$ cat src/rtl/serial_subtractor_if.sv
// Handshake and operand/result bundle for serial_subtractor.
// When OVERFLOW_FLAG_EN is defined, the bundle also carries the signed-overflow flag V.
interface serial_subtractor_if #(
  parameter int WIDTH = 4
);
  logic             start;
  logic [WIDTH-1:0] A;
  logic [WIDTH-1:0] B;
  logic             busy;
  logic             done;
  logic [WIDTH-1:0] D;
  logic             Bo;
`ifdef OVERFLOW_FLAG_EN
  logic             V;
`endif

  modport master (
    output start, A, B,
    input  busy, done, D, Bo
`ifdef OVERFLOW_FLAG_EN
    , input V
`endif
  );

  modport slave (
    input  start, A, B,
    output busy, done, D, Bo
`ifdef OVERFLOW_FLAG_EN
    , output V
`endif
  );
endinterface

$ cat src/rtl/serial_subtractor.sv
// Bit-serial two's-complement subtractor, D = A - B, one bit per clock, LSB first.
// A single full-subtractor cell and a borrow flop make up the datapath.
// A start/busy/done handshake runs one operation every WIDTH+1 cycles.
// Optional feature macro: OVERFLOW_FLAG_EN adds the registered signed-overflow output V.
//
// state | meaning
// IDLE  | waiting for start; D/Bo hold the last result
// SHIFT | one difference bit per edge; busy=1
// DONE  | done=1 for one cycle; start here begins the next operation immediately
module serial_subtractor #(
  parameter int WIDTH = 4
) (
  input  logic                clk,
  input  logic                rst_n,
  serial_subtractor_if.slave  bus
);

  localparam int CNT_W = (WIDTH > 2) ? $clog2(WIDTH) : 1;
  localparam logic [CNT_W-1:0] LAST_BIT = CNT_W'(WIDTH - 1);

  typedef enum logic [1:0] {
    IDLE  = 2'd0,
    SHIFT = 2'd1,
    DONE  = 2'd2
  } state_t;

  state_t           state;
  logic [WIDTH-1:0] a_sh;
  logic [WIDTH-1:0] b_sh;
  logic [WIDTH-1:0] r_sh;
  logic             br;
  logic [CNT_W-1:0] count;
  logic             busy_q;
  logic             done_q;
  logic [WIDTH-1:0] d_q;
  logic             bo_q;
`ifdef OVERFLOW_FLAG_EN
  logic             v_q;
`endif

  // Full-subtractor cell working on the current LSBs and the stored borrow.
  logic ai;
  logic bi;
  logic di;
  logic br_next;

  assign ai      = a_sh[0];
  assign bi      = b_sh[0];
  assign di      = ai ^ bi ^ br;
  assign br_next = (~ai & bi) | (~(ai ^ bi) & br);

  // Sequencer and datapath; busy/done are registered alongside the state.
  always_ff @(posedge clk or negedge rst_n) begin
    if (!rst_n) begin
      state  <= IDLE;
      a_sh   <= '0;
      b_sh   <= '0;
      r_sh   <= '0;
      br     <= 1'b0;
      count  <= '0;
      busy_q <= 1'b0;
      done_q <= 1'b0;
      d_q    <= '0;
      bo_q   <= 1'b0;
`ifdef OVERFLOW_FLAG_EN
      v_q    <= 1'b0;
`endif
    end else begin
      case (state)
        IDLE: begin
          done_q <= 1'b0;
          if (bus.start) begin
            a_sh   <= bus.A;
            b_sh   <= bus.B;
            br     <= 1'b0;
            count  <= '0;
            busy_q <= 1'b1;
            state  <= SHIFT;
          end
        end

        SHIFT: begin
          a_sh  <= a_sh >> 1;
          b_sh  <= b_sh >> 1;
          r_sh  <= {di, r_sh[WIDTH-1:1]};
          br    <= br_next;
          count <= count + CNT_W'(1);
          if (count == LAST_BIT) begin
            // On the last bit ai/bi are the operand sign bits and di is the result sign.
            d_q    <= {di, r_sh[WIDTH-1:1]};
            bo_q   <= br_next;
`ifdef OVERFLOW_FLAG_EN
            v_q    <= (ai != bi) && (di != ai);
`endif
            busy_q <= 1'b0;
            done_q <= 1'b1;
            state  <= DONE;
          end
        end

        DONE: begin
          done_q <= 1'b0;
          if (bus.start) begin
            a_sh   <= bus.A;
            b_sh   <= bus.B;
            br     <= 1'b0;
            count  <= '0;
            busy_q <= 1'b1;
            state  <= SHIFT;
          end else begin
            state  <= IDLE;
          end
        end

        default: begin
          busy_q <= 1'b0;
          done_q <= 1'b0;
          state  <= IDLE;
        end
      endcase
    end
  end

  assign bus.busy = busy_q;
  assign bus.done = done_q;
  assign bus.D    = d_q;
  assign bus.Bo   = bo_q;
`ifdef OVERFLOW_FLAG_EN
  assign bus.V    = v_q;
`endif

endmodule

$ cat src/flat_wrapper.sv
// flat-port wrapper written by rule: the top's interface ports become plain ports
module serial_subtractor_flat 
#(
  parameter int WIDTH = 4
)
  (clk, rst_n, bus_start, bus_A, bus_B, bus_busy, bus_done, bus_D, bus_Bo);
  serial_subtractor_if #(.WIDTH(WIDTH)) bus_i ();
  input  logic clk;
  input  logic rst_n;
  input wire logic [$bits(bus_i.start)-1:0] bus_start;
  input wire logic [$bits(bus_i.A)-1:0] bus_A;
  input wire logic [$bits(bus_i.B)-1:0] bus_B;
  output wire logic [$bits(bus_i.busy)-1:0] bus_busy;
  output wire logic [$bits(bus_i.done)-1:0] bus_done;
  output wire logic [$bits(bus_i.D)-1:0] bus_D;
  output wire logic [$bits(bus_i.Bo)-1:0] bus_Bo;
  assign bus_i.start = bus_start;
  assign bus_i.A = bus_A;
  assign bus_i.B = bus_B;
  assign bus_busy = bus_i.busy;
  assign bus_done = bus_i.done;
  assign bus_D = bus_i.D;
  assign bus_Bo = bus_i.Bo;
  serial_subtractor #(.WIDTH(WIDTH)) u_core (.clk(clk), .rst_n(rst_n), .bus(bus_i));
endmodule
$ cat config.mk
export PLATFORM = sky130hd
export DESIGN_NAME = serial_subtractor_flat
export DESIGN_NICKNAME = d
export VERILOG_FILES = /design/src/rtl/serial_subtractor_if.sv /design/src/rtl/serial_subtractor.sv /design/src/flat_wrapper.sv
export SDC_FILE = /design/constraint.sdc
export NUM_CORES = 1
export LEC_CHECK = 0
export ABC_AREA = 0
export CORE_ASPECT_RATIO = 0.7
export CORE_MARGIN = 2
export CORE_UTILIZATION = 50
export CTS_CLUSTER_DIAMETER = 120
export DETAILED_ROUTE_END_ITERATION = 12
export PLACE_DENSITY_LB_ADDON = 0.1
export SYNTH_ARGS = -nofsm -noshare
export SYNTH_HDL_FRONTEND = slang
export SYNTH_SLANG_ARGS = --single-unit
$ cat constraint.sdc
create_clock -name clk -period 1.6 [get_ports clk]
set_input_delay 0.16 -clock clk [delete_from_list [all_inputs] [get_ports clk]]
set_output_delay 0.16 -clock clk [all_outputs]
set_load 0.03 [all_outputs]
==> results.txt <==
The flow ran to the end, and the final reports show no timing, DRC or antenna violations. The minimum clock period is 1.54 ns. The root buffer cell chosen for the clock tree is sky130_fd_sc_hd__clkbuf_4. The number of design rule violations left after detail routing came out at 0.

The clock drives 23 sinks. The overall die area came out at 2440 um2. Leaving out fill and tap cells, the most frequent cells in the layout are 23 x sky130_fd_sc_hd__dfrtp_1, 17 x sky130_fd_sc_hd__clkdlybuf4s50_1, 7 x sky130_fd_sc_hd__inv_1, 7 x sky130_fd_sc_hd__a21oi_1, 7 x sky130_fd_sc_hd__nor2_1. The worst-case IR drop observed on VDD is 1.39 mV. The clock transition time at the flip-flop clock pins of the worst setup and hold paths came out at 0.12 ns. The number of hold violations in the final report is 0. The worst slew margin relative to its limit came out at 70.9%. The overflow left after global routing is 0. The wire length per cell came out at 15.3 um. The slowest stage of the critical path is the sky130_fd_sc_hd__clkdlybuf4s50_1 cell. The post-route worst hold slack is 0.176 ns.

The number of global-route vias before repair is 710. Summed over all nets, the half-perimeter wirelength after detailed placement is 1440 um. The capturing element type of the critical path is an output pin. The total negative slack for setup checks came out at 0 ns. The maximum single-stage delay on the critical path came out at 0.67 ns. The total core area came out at 1900 um2. Routability-driven placement finished with a final weighted congestion of 0.761. The post-route netlist has 13.8% of its cells at a drive strength greater than 1. TritonCTS built the clock tree. The synthesized design contains 23 register bits. The worst reg-to-reg setup slack came out at 0.27 ns. The upper clock frequency limit is 650 MHz. Fill cells in the final layout number 155. The path class of the tightest hold or removal check is input port to asynchronous set/reset pin. The vias after detailed routing is 727. In this design, the largest share of critical-path delay is due to buffers and inverters.

The total power divided by cell area came out at 2030 nW/um2. The count of final max-slew check failures is 0. The critical path goes through clkdlybuf4s50_1. Synthesis produced a netlist with a net count of 101. The aggregate routed wire length came out at 2000 um. The initial antenna violation count came to 0. The cell area after technology mapping came out at 1030 um2. The number of gates resized after cts came out at 0. The number of buffer and inverter instances along the worst setup path came out at 1.

The post-layout net count is 123. For this run, the leading register cell type out of synthesis is sky130_fd_sc_hd__dfrtp_1. The first TritonRoute pass finished after 4 iterations. The share of synthesized flip-flops with an asynchronous set or reset came out at 100%. The sequential-to-total area share from yosys stat is 56.0%. The port buffer count came out at 17.

The later pin in the worst-skew pair is clocked with a latency of 0.32 ns. The total leakage power is 0.596 nW. The floorplan has 13 rows. Post-CTS timing repair inserted 0 buffers for setup. STA classifies the critical path startpoint as a flop. The per-instance average area after synthesis is 11.7 um2. The floorplan step set the die width to 58.2 um.

The residual antenna-violating net count after detailed routing is 0. At the pin with the least slew margin, the transition time is 0.436 ns. After detailed routing, the number of vias per cell comes to 5.55. The final number of setup-violating endpoints is 0. The maximum net fanout on the critical path is 2. The tool flagged a number of max-cap violations equal to 0. The class of the most critical setup path is flop to output pin. Once layout is complete, the cells apart from fillers number 131.

The cell count after synthesis is 88. For the final database, setup skew stands at 0.00515 ns. The initial cell density of the core came out at 54.0%.

The number of warning messages in the yosys log came out at 0. The maximum count of clock buffers along a single path came out at 2. The synthesized design contains 0 enable-type register cells.

The endpoint arrival time on the critical path came out at 1.38 ns. Setup repair after global routing left no endpoint under its margin. The antenna diode instance count is 0. The library cell used most frequently in the layout, excluding fill and tap cells, is sky130_fd_sc_hd__dfrtp_1. The number of distinct library cells after synthesis is 22. The data required time of the worst path is 1.44 ns. Entering global routing, the biggest net connects 24 pins. Relative to the synthesized area, the layout overhead comes to 22.3%. The share of the clock period used by the worst path after layout came out at 96.2%. The total number of H-tree levels came out at 1.

The initial detailed-routing violation count came out at 24. The global-route wire length before repair came out at 3580 um. The clock buffer count from CTS is 3. The count of boundary I/O pins is 18.

The number of cells in the design after placement is 127. The overall global routing resource usage came out at 20.2%. Buffers inserted to repair hold after CTS numbered 0. In this run the vertical extent of the chip is 41.9 um.
-- metal layers --
metal,vias up,track usage [%],part of all wire (%)
met3,5,6.54,5.6
met2,23,30.0,47
met5,-,0,0
met4,0,6.98,1.4
li1,344,-,-
met1,355,28.0,46
-- worst paths after layout --
path,startpoint,endpoint,depth (start not counted)
max reg2reg,u_core.b_sh[0],u_core.bus.D[3],3
min,rst_n,u_core.bus.D[0],2
max in group asynchronous,rst_n,u_core.bus.D[1],2
min reg2reg,u_core.bus.Bo,u_core.bus.Bo,2
max,u_core.bus.D[3],bus_D[3],1
min in group clk,bus_A[1],u_core.a_sh[1],3
-- state kept, by name (all words and copies together), names as in the netlist --
register         cells
u_core.state         2
u_core.r_sh          3
u_core.a_sh          4
u_core.bus.Bo        1
u_core.count         2
u_core.bus.busy      1
u_core.bus.D         4
u_core.b_sh          4
u_core.bus.done      1
u_core.br            1
-- cells by family after synthesis --
group	synth area share, %
simple gates	9.25
mux	13.6
buf+inv	4.99
flops	56.0
compound gates	13.0
fa+ha+maj	3.16
-- cell type report --
type / count / area (um2) / share of cell area, %
clock buffer: 4 / 26.3 / 2.09
inverter: 7 / 26.3 / 2.09
multi-input combinational: 54 / 402 / 31.9
sequential: 23 / 576 / 45.8
tap: 22 / 27.5 / 2.19
timing repair buffer: 21 / 200 / 15.9
-- report_power, final --
group	internal (mW)	leakage, nW	switching [mW]
Clock	0.0976	0.0150	0.172
Combinational	0.603	0.304	0.638
Sequential	0.856	0.277	0.191
-- synthesized netlist by cell type, drive strengths merged (2+ instances only) --
cell	instances	area share, %
o21ai	6	2.9
a21oi	7	3.4
a211oi	2	1.5
nand2	5	1.8
inv	7	2.6
mux2	7	8.8
mux2i	5	4.9
o22ai	3	1.8
nand2b	2	1.2
buf	4	2.4
nor2b	2	1.2
nor2	7	2.6
a21o	2	1.5
dfrtp	23	56
-- per-stage QoR --
stage               setup WS (ns)  utilization [%]  power (mW)  instance area (um2)
floorplan                   0.355                -        1.90                 1030
global placement            0.308             64.7        2.25                 1230
detailed placement          0.281             64.7        2.29                 1230
CTS                        0.0514             66.1        2.58                 1260
global route              0.00557             66.1        2.77                 1260
finish                     0.0608             66.1        2.56                 1260
(Power assumes the default switching activity.)
